### src/rtl/btn_pkg.sv
// Shared constants for the pushbutton front end: channel map and default timing.
package btn_pkg;

  localparam int NUM_BTN = 6;

  localparam int BTN_RST1 = 0;
  localparam int BTN_RST2 = 1;
  localparam int BTN_ADD1 = 2;
  localparam int BTN_ADD2 = 3;
  localparam int BTN_ADD3 = 4;
  localparam int BTN_ADD4 = 5;

  localparam int DB_CYCLES_DEF     = 16;
  localparam int REPEAT_DELAY_DEF  = 200;
  localparam int REPEAT_PERIOD_DEF = 50;

  // Only the add buttons auto-repeat; the reset buttons never do.
  localparam logic [NUM_BTN-1:0] REPEAT_MASK_DEF = 6'b111100;

endpackage

### src/rtl/btn_debounce_ch.sv
// One button channel: two-flop synchroniser, stable-count debounce and press event.
// Auto-repeat counter exists only when BTN_REPEAT_EN is defined.
module btn_debounce_ch
  import btn_pkg::*;
#(
  parameter int DB_CYCLES = DB_CYCLES_DEF,
`ifdef BTN_REPEAT_EN
  parameter bit RPT_EN        = 1'b0,
  parameter int REPEAT_DELAY  = REPEAT_DELAY_DEF,
  parameter int REPEAT_PERIOD = REPEAT_PERIOD_DEF,
`endif
  parameter int CNT_W = $clog2(DB_CYCLES) + 1
) (
  input  logic clk_i,
  input  logic rst_i,
  input  logic raw_i,
  output logic level_o,
  output logic event_o
);

  logic             s1_q, s2_q;
  logic             level_q, level_d;
  logic [CNT_W-1:0] cnt_q, cnt_d;
  logic             rise;

  always_comb begin
    cnt_d   = '0;
    level_d = level_q;
    if (s2_q == level_q) begin
      cnt_d = '0;
    end else if (cnt_q == CNT_W'(DB_CYCLES - 1)) begin
      level_d = s2_q;
      cnt_d   = '0;
    end else begin
      cnt_d = cnt_q + CNT_W'(1);
    end
    rise = level_d & ~level_q;
  end

  always_ff @(posedge clk_i) begin
    if (rst_i) begin
      s1_q    <= 1'b0;
      s2_q    <= 1'b0;
      cnt_q   <= '0;
      level_q <= 1'b0;
    end else begin
      s1_q    <= raw_i;
      s2_q    <= s1_q;
      cnt_q   <= cnt_d;
      level_q <= level_d;
    end
  end

  assign level_o = level_q;

`ifdef BTN_REPEAT_EN
  localparam int RPT_MAX = (REPEAT_DELAY > REPEAT_PERIOD) ? REPEAT_DELAY : REPEAT_PERIOD;
  localparam int RPT_W   = $clog2(RPT_MAX) + 1;

  logic [RPT_W-1:0] rpt_cnt_q, rpt_cnt_d, rpt_lim;
  logic             rpt_arm_q, rpt_arm_d;
  logic             rpt_fire;

  // Counter runs only while the level stays high; the press edge and release both clear it.
  always_comb begin
    rpt_cnt_d = '0;
    rpt_arm_d = 1'b0;
    rpt_fire  = 1'b0;
    rpt_lim   = rpt_arm_q ? RPT_W'(REPEAT_PERIOD - 1) : RPT_W'(REPEAT_DELAY - 1);
    if (RPT_EN && level_q && level_d) begin
      if (rpt_cnt_q == rpt_lim) begin
        rpt_fire  = 1'b1;
        rpt_arm_d = 1'b1;
      end else begin
        rpt_cnt_d = rpt_cnt_q + RPT_W'(1);
        rpt_arm_d = rpt_arm_q;
      end
    end
  end

  always_ff @(posedge clk_i) begin
    if (rst_i) begin
      rpt_cnt_q <= '0;
      rpt_arm_q <= 1'b0;
    end else begin
      rpt_cnt_q <= rpt_cnt_d;
      rpt_arm_q <= rpt_arm_d;
    end
  end

  assign event_o = rise | rpt_fire;
`else
  assign event_o = rise;
`endif

endmodule

### src/rtl/btn_conditioner.sv
// Debounces six pushbuttons and issues at most one registered press pulse per cycle, lowest index first.
// Optional auto-repeat on held buttons is compiled in with BTN_REPEAT_EN.
module btn_conditioner #(
  parameter int NUM_BTN   = btn_pkg::NUM_BTN,
  parameter int DB_CYCLES = btn_pkg::DB_CYCLES_DEF,
`ifdef BTN_REPEAT_EN
  parameter logic [NUM_BTN-1:0] REPEAT_MASK = btn_pkg::REPEAT_MASK_DEF,
  parameter int REPEAT_DELAY  = btn_pkg::REPEAT_DELAY_DEF,
  parameter int REPEAT_PERIOD = btn_pkg::REPEAT_PERIOD_DEF,
`endif
  parameter int CNT_W = $clog2(DB_CYCLES) + 1
) (
  input  logic               clk,
  input  logic               rst,
  input  logic [NUM_BTN-1:0] btn_raw,
  output logic [NUM_BTN-1:0] btn_pulse,
  output logic [NUM_BTN-1:0] btn_level,
  output logic               busy
);

  import btn_pkg::*;

  logic [NUM_BTN-1:0] event_w;
  logic [NUM_BTN-1:0] pending_q, pending_d;
  logic [NUM_BTN-1:0] pulse_q, pulse_d;
  logic [NUM_BTN-1:0] grant;
  logic               busy_q;

  for (genvar i = 0; i < NUM_BTN; i++) begin : g_ch
    btn_debounce_ch #(
      .DB_CYCLES    (DB_CYCLES),
`ifdef BTN_REPEAT_EN
      .RPT_EN       (REPEAT_MASK[i]),
      .REPEAT_DELAY (REPEAT_DELAY),
      .REPEAT_PERIOD(REPEAT_PERIOD),
`endif
      .CNT_W        (CNT_W)
    ) u_ch (
      .clk_i  (clk),
      .rst_i  (rst),
      .raw_i  (btn_raw[i]),
      .level_o(btn_level[i]),
      .event_o(event_w[i])
    );
  end

  // Lowest set bit wins; a new event ORed in after the clear means a set beats a same-edge clear.
  always_comb begin
    grant     = pending_q & (~pending_q + NUM_BTN'(1));
    pulse_d   = grant;
    pending_d = (pending_q & ~grant) | event_w;
  end

  always_ff @(posedge clk) begin
    if (rst) begin
      pending_q <= '0;
      pulse_q   <= '0;
      busy_q    <= 1'b0;
    end else begin
      pending_q <= pending_d;
      pulse_q   <= pulse_d;
      busy_q    <= |pending_d;
    end
  end

  assign btn_pulse = pulse_q;
  assign busy      = busy_q;

endmodule

### config.mk
export PLATFORM = sky130hd
export DESIGN_NAME = btn_conditioner
export DESIGN_NICKNAME = d
export VERILOG_FILES = /design/src/rtl/btn_pkg.sv /design/src/rtl/btn_debounce_ch.sv /design/src/rtl/btn_conditioner.sv
export SDC_FILE = /design/constraint.sdc
export NUM_CORES = 1
export LEC_CHECK = 0
export ABC_AREA = 0
export CAP_MARGIN = 25
export CORE_ASPECT_RATIO = 1.5
export CORE_UTILIZATION = 63
export CTS_BUF_LIST = sky130_fd_sc_hd__clkbuf_8
export DETAILED_ROUTE_END_ITERATION = 10
export MAX_ROUTING_LAYER = met4
export PLACE_DENSITY_LB_ADDON = 0.15
export RECOVER_POWER = 25
export SLEW_MARGIN = 15
export SYNTH_ARGS = -nofsm -noshare
export SYNTH_HDL_FRONTEND = slang
export SYNTH_HIERARCHICAL = 1
export SYNTH_SLANG_ARGS = --single-unit
### constraint.sdc
create_clock -name clk -period 3.4 [get_ports clk]
set_input_delay 0.85 -clock clk [delete_from_list [all_inputs] [get_ports clk]]
set_output_delay 0.85 -clock clk [all_outputs]
set_load 0.02 [all_outputs]
==> reports/metrics.csv <==
metric,value,unit
fp.dieArea,0.00372,mm^2
gr-usage-all-layers,0.241,
crit_path_start,g_ch[1].u_ch/level_o,
netlist.area_leader.share,0.558,
postCtsHoldBufs,0,
regToRegStartpoint,g_ch[5].u_ch/cnt_q[0],
period_share,0.653,
ys_seq_area_frac,0.558,
synth_area_leader_cell,dfxtp_1,
synth_cell_types,26,
core_area,0.00322,mm^2
ctsResizeCount,0,
rsz0062_at_grt,no,
antenna_found_initial,0,
clock_skew,6.65,ps
dr.pass1.iters,4,
dr_wl_met2,2060,um
p_per_area,508,mW/mm^2
slew_headroom,0.430,
viasPerCell,5.20,
setup_viol,0,
cp.arrival,1370,ps
p_sw_frac,0.195,
worstHoldStart,g_ch[2].u_ch/s1_q,
vias,1497,
place_ws,864,ps
postCtsSetupBuffers,0,
fin_tns_setup,0,ps
yosys_warnings,6,
hold_path.class,flop to flop,
clk_latency,320,ps
die_h,74.2,um
cts.sinks,61,
rows,25,
worst_slack,1180,ps
drive_above_1_share,0.101,
critical_path.endpoint_type,primary output,
wl_met3,145,um
path_max_fanout,4,
syn_nets,232,
path_clk_slew,60,ps
p_int,1.08,mW
top_layer_used,met4,
grt_pass1_wl,6190,um
synth_area_per_cell,10.3,um^2
wl_met1,1470,um
cts_buffers,9,
diodes,0,
hold_violations,0,
maxCapViolCount,0,
h-tree-depth,3,
dr.first_iter.drc_count,30,
crit_buf_inv,1,
worstSetupStartpointType,flop,
drc,0,
ant_nets,0,
synthTopCellsByArea,"dfxtp_1 56%, nor2_1 7.0%, ha_1 6.9%",
die_x,50.1,um
path_delay_family,buffers and inverters,
initial_core_util,0.680,
gp_congestion,0.850,
irDropWorstVdd,489,uV
final_nets,263,
power,1.34,mW
nFillCells,197,
combPwrFrac,0.022,
synth_area,0.00219,mm^2
areaGrowthSynthToFinish,20.3,%
worstSetupPathType,flop to primary output,
cp_slowest_cell,clkdlybuf4s50_1,
cts_tree,yes,
fin_crit,2220,ps
grt_max_degree,25,
grt_pass1_vias,1536,
drv_slew,0,
num_io_pins,21,
overflow,0,
reg2reg_slack,1620,ps
synth_cells,212,
seq_power_share,0.545,
ys_ff_latch,61,
root_buffer,clkbuf_8,
max_stage_delay,640,ps
routed_wl,3730,um
outcome,"finished, final reports clean",
worst_pin_slew,852,ps
p_leak,1.06,nW
wl_per_cell,13.0,um
cts.path.max_buffers,2,
required,2550,ps
crit_chain,clkdlybuf4s50_1,
dp_hpwl,2600,um
switching_power,0.260,mW
io_buffers,20,
max_freq,450,MHz
clockPowerShare,0.433,
[cell usage in the layout, fill, tap and decap left out, types with 2 or more instances in the layout]
master	n
or3_4	6
nand2_1	6
inv_1	15
dfxtp_1	61
nor3b_1	3
clkbuf_8	13
xnor2_1	12
xor2_1	6
ha_1	12
clkdlybuf4s50_1	18
nor2b_1	14
nor2_1	41
a21oi_1	9
dlygate4sd3_1	2
nand3_1	6
and3_1	6
or2b_1	6
[cells in the mapped netlist, drive strengths merged]
cell type  instances
or2                2
clkbuf             1
xor2               6
or3                7
or2b               6
inv               12
or4                1
nor4               1
and3               6
a21oi             10
xnor2             12
maj3               1
nand2              6
nor4b              2
nor2              41
o22ai              1
nand3              6
a41oi              1
nor3b              3
nor2b             14
ha                12
dfxtp             61
[final timing paths]
kind	depth (start not counted)	endpoint
setup reg to reg	8	busy
setup / recovery	1	btn_level[1]
hold reg to reg	1	g_ch[2].u_ch/s2_q
hold / removal	1	g_ch[2].u_ch/s2_q
[metal layers]
metal / global-route usage / vias to the layer above
li1: - / 749
met1: 0.216 / 708
met2: 0.425 / 35
met3: 0.0982 / 5
met4: 0.133 / 0
met5: - / -
[area by class of cell]
type                       count  area (um^2)  area share
sequential                    61         1220       0.464
multi-input combinational    138          920       0.349
timing repair buffer          21          208      0.0789
clock buffer                  13          179      0.0679
tap                           40         50.0      0.0190
inverter                      12         45.0      0.0171
clock inverter                 3         11.3     0.00428
[power by group through the flow]
stage / clock network (mW) / registers, mW / logic, mW
floorplan: 0 / 0.743 / 0.0146
global placement: 0 / 0.743 / 0.0286
detailed placement: 0 / 0.744 / 0.0299
CTS: 0.593 / 0.728 / 0.0302
global route: 0.622 / 0.729 / 0.0331
finish: 0.579 / 0.728 / 0.0296
[cells by family (layout without fill, tap and decap cells)]
| family | Yosys count | in the layout | share of synthesized area |
|---|---|---|---|
| AOI/OAI and AO/OA | 12 | 12 | 0.0343 |
| xor gates and xnor gates | 18 | 18 | 0.0720 |
| adders and majority gates | 13 | 13 | 0.0731 |
| buffers and inverters | 13 | 49 | 0.0223 |
| DFF | 61 | 61 | 0.558 |
| and+or+nand+nor | 95 | 95 | 0.241 |
[registers in the layout, indices dropped and copies added, names as in the netlist]
| name | count |
|---|---|
| g_ch.u_ch/cnt_q | 30 |
| btn_pulse | 6 |
| g_ch.u_ch/level_o | 6 |
| g_ch.u_ch/s1_q | 6 |
| g_ch.u_ch/s2_q | 6 |
| pending_q | 6 |
| busy | 1 |
[through the flow]
stage	utilization	hold slack [ps]	instances	cell area, um^2
2_1_floorplan	-	414	212	2190
3_3_place_gp	0.758	420	272	2440
3_5_place_dp	0.758	433	272	2440
4_1_cts	0.817	444	288	2630
5_1_grt	0.817	452	288	2630
6_report	0.817	442	288	2630
Note: power is estimated with default switching activity, not from simulation.
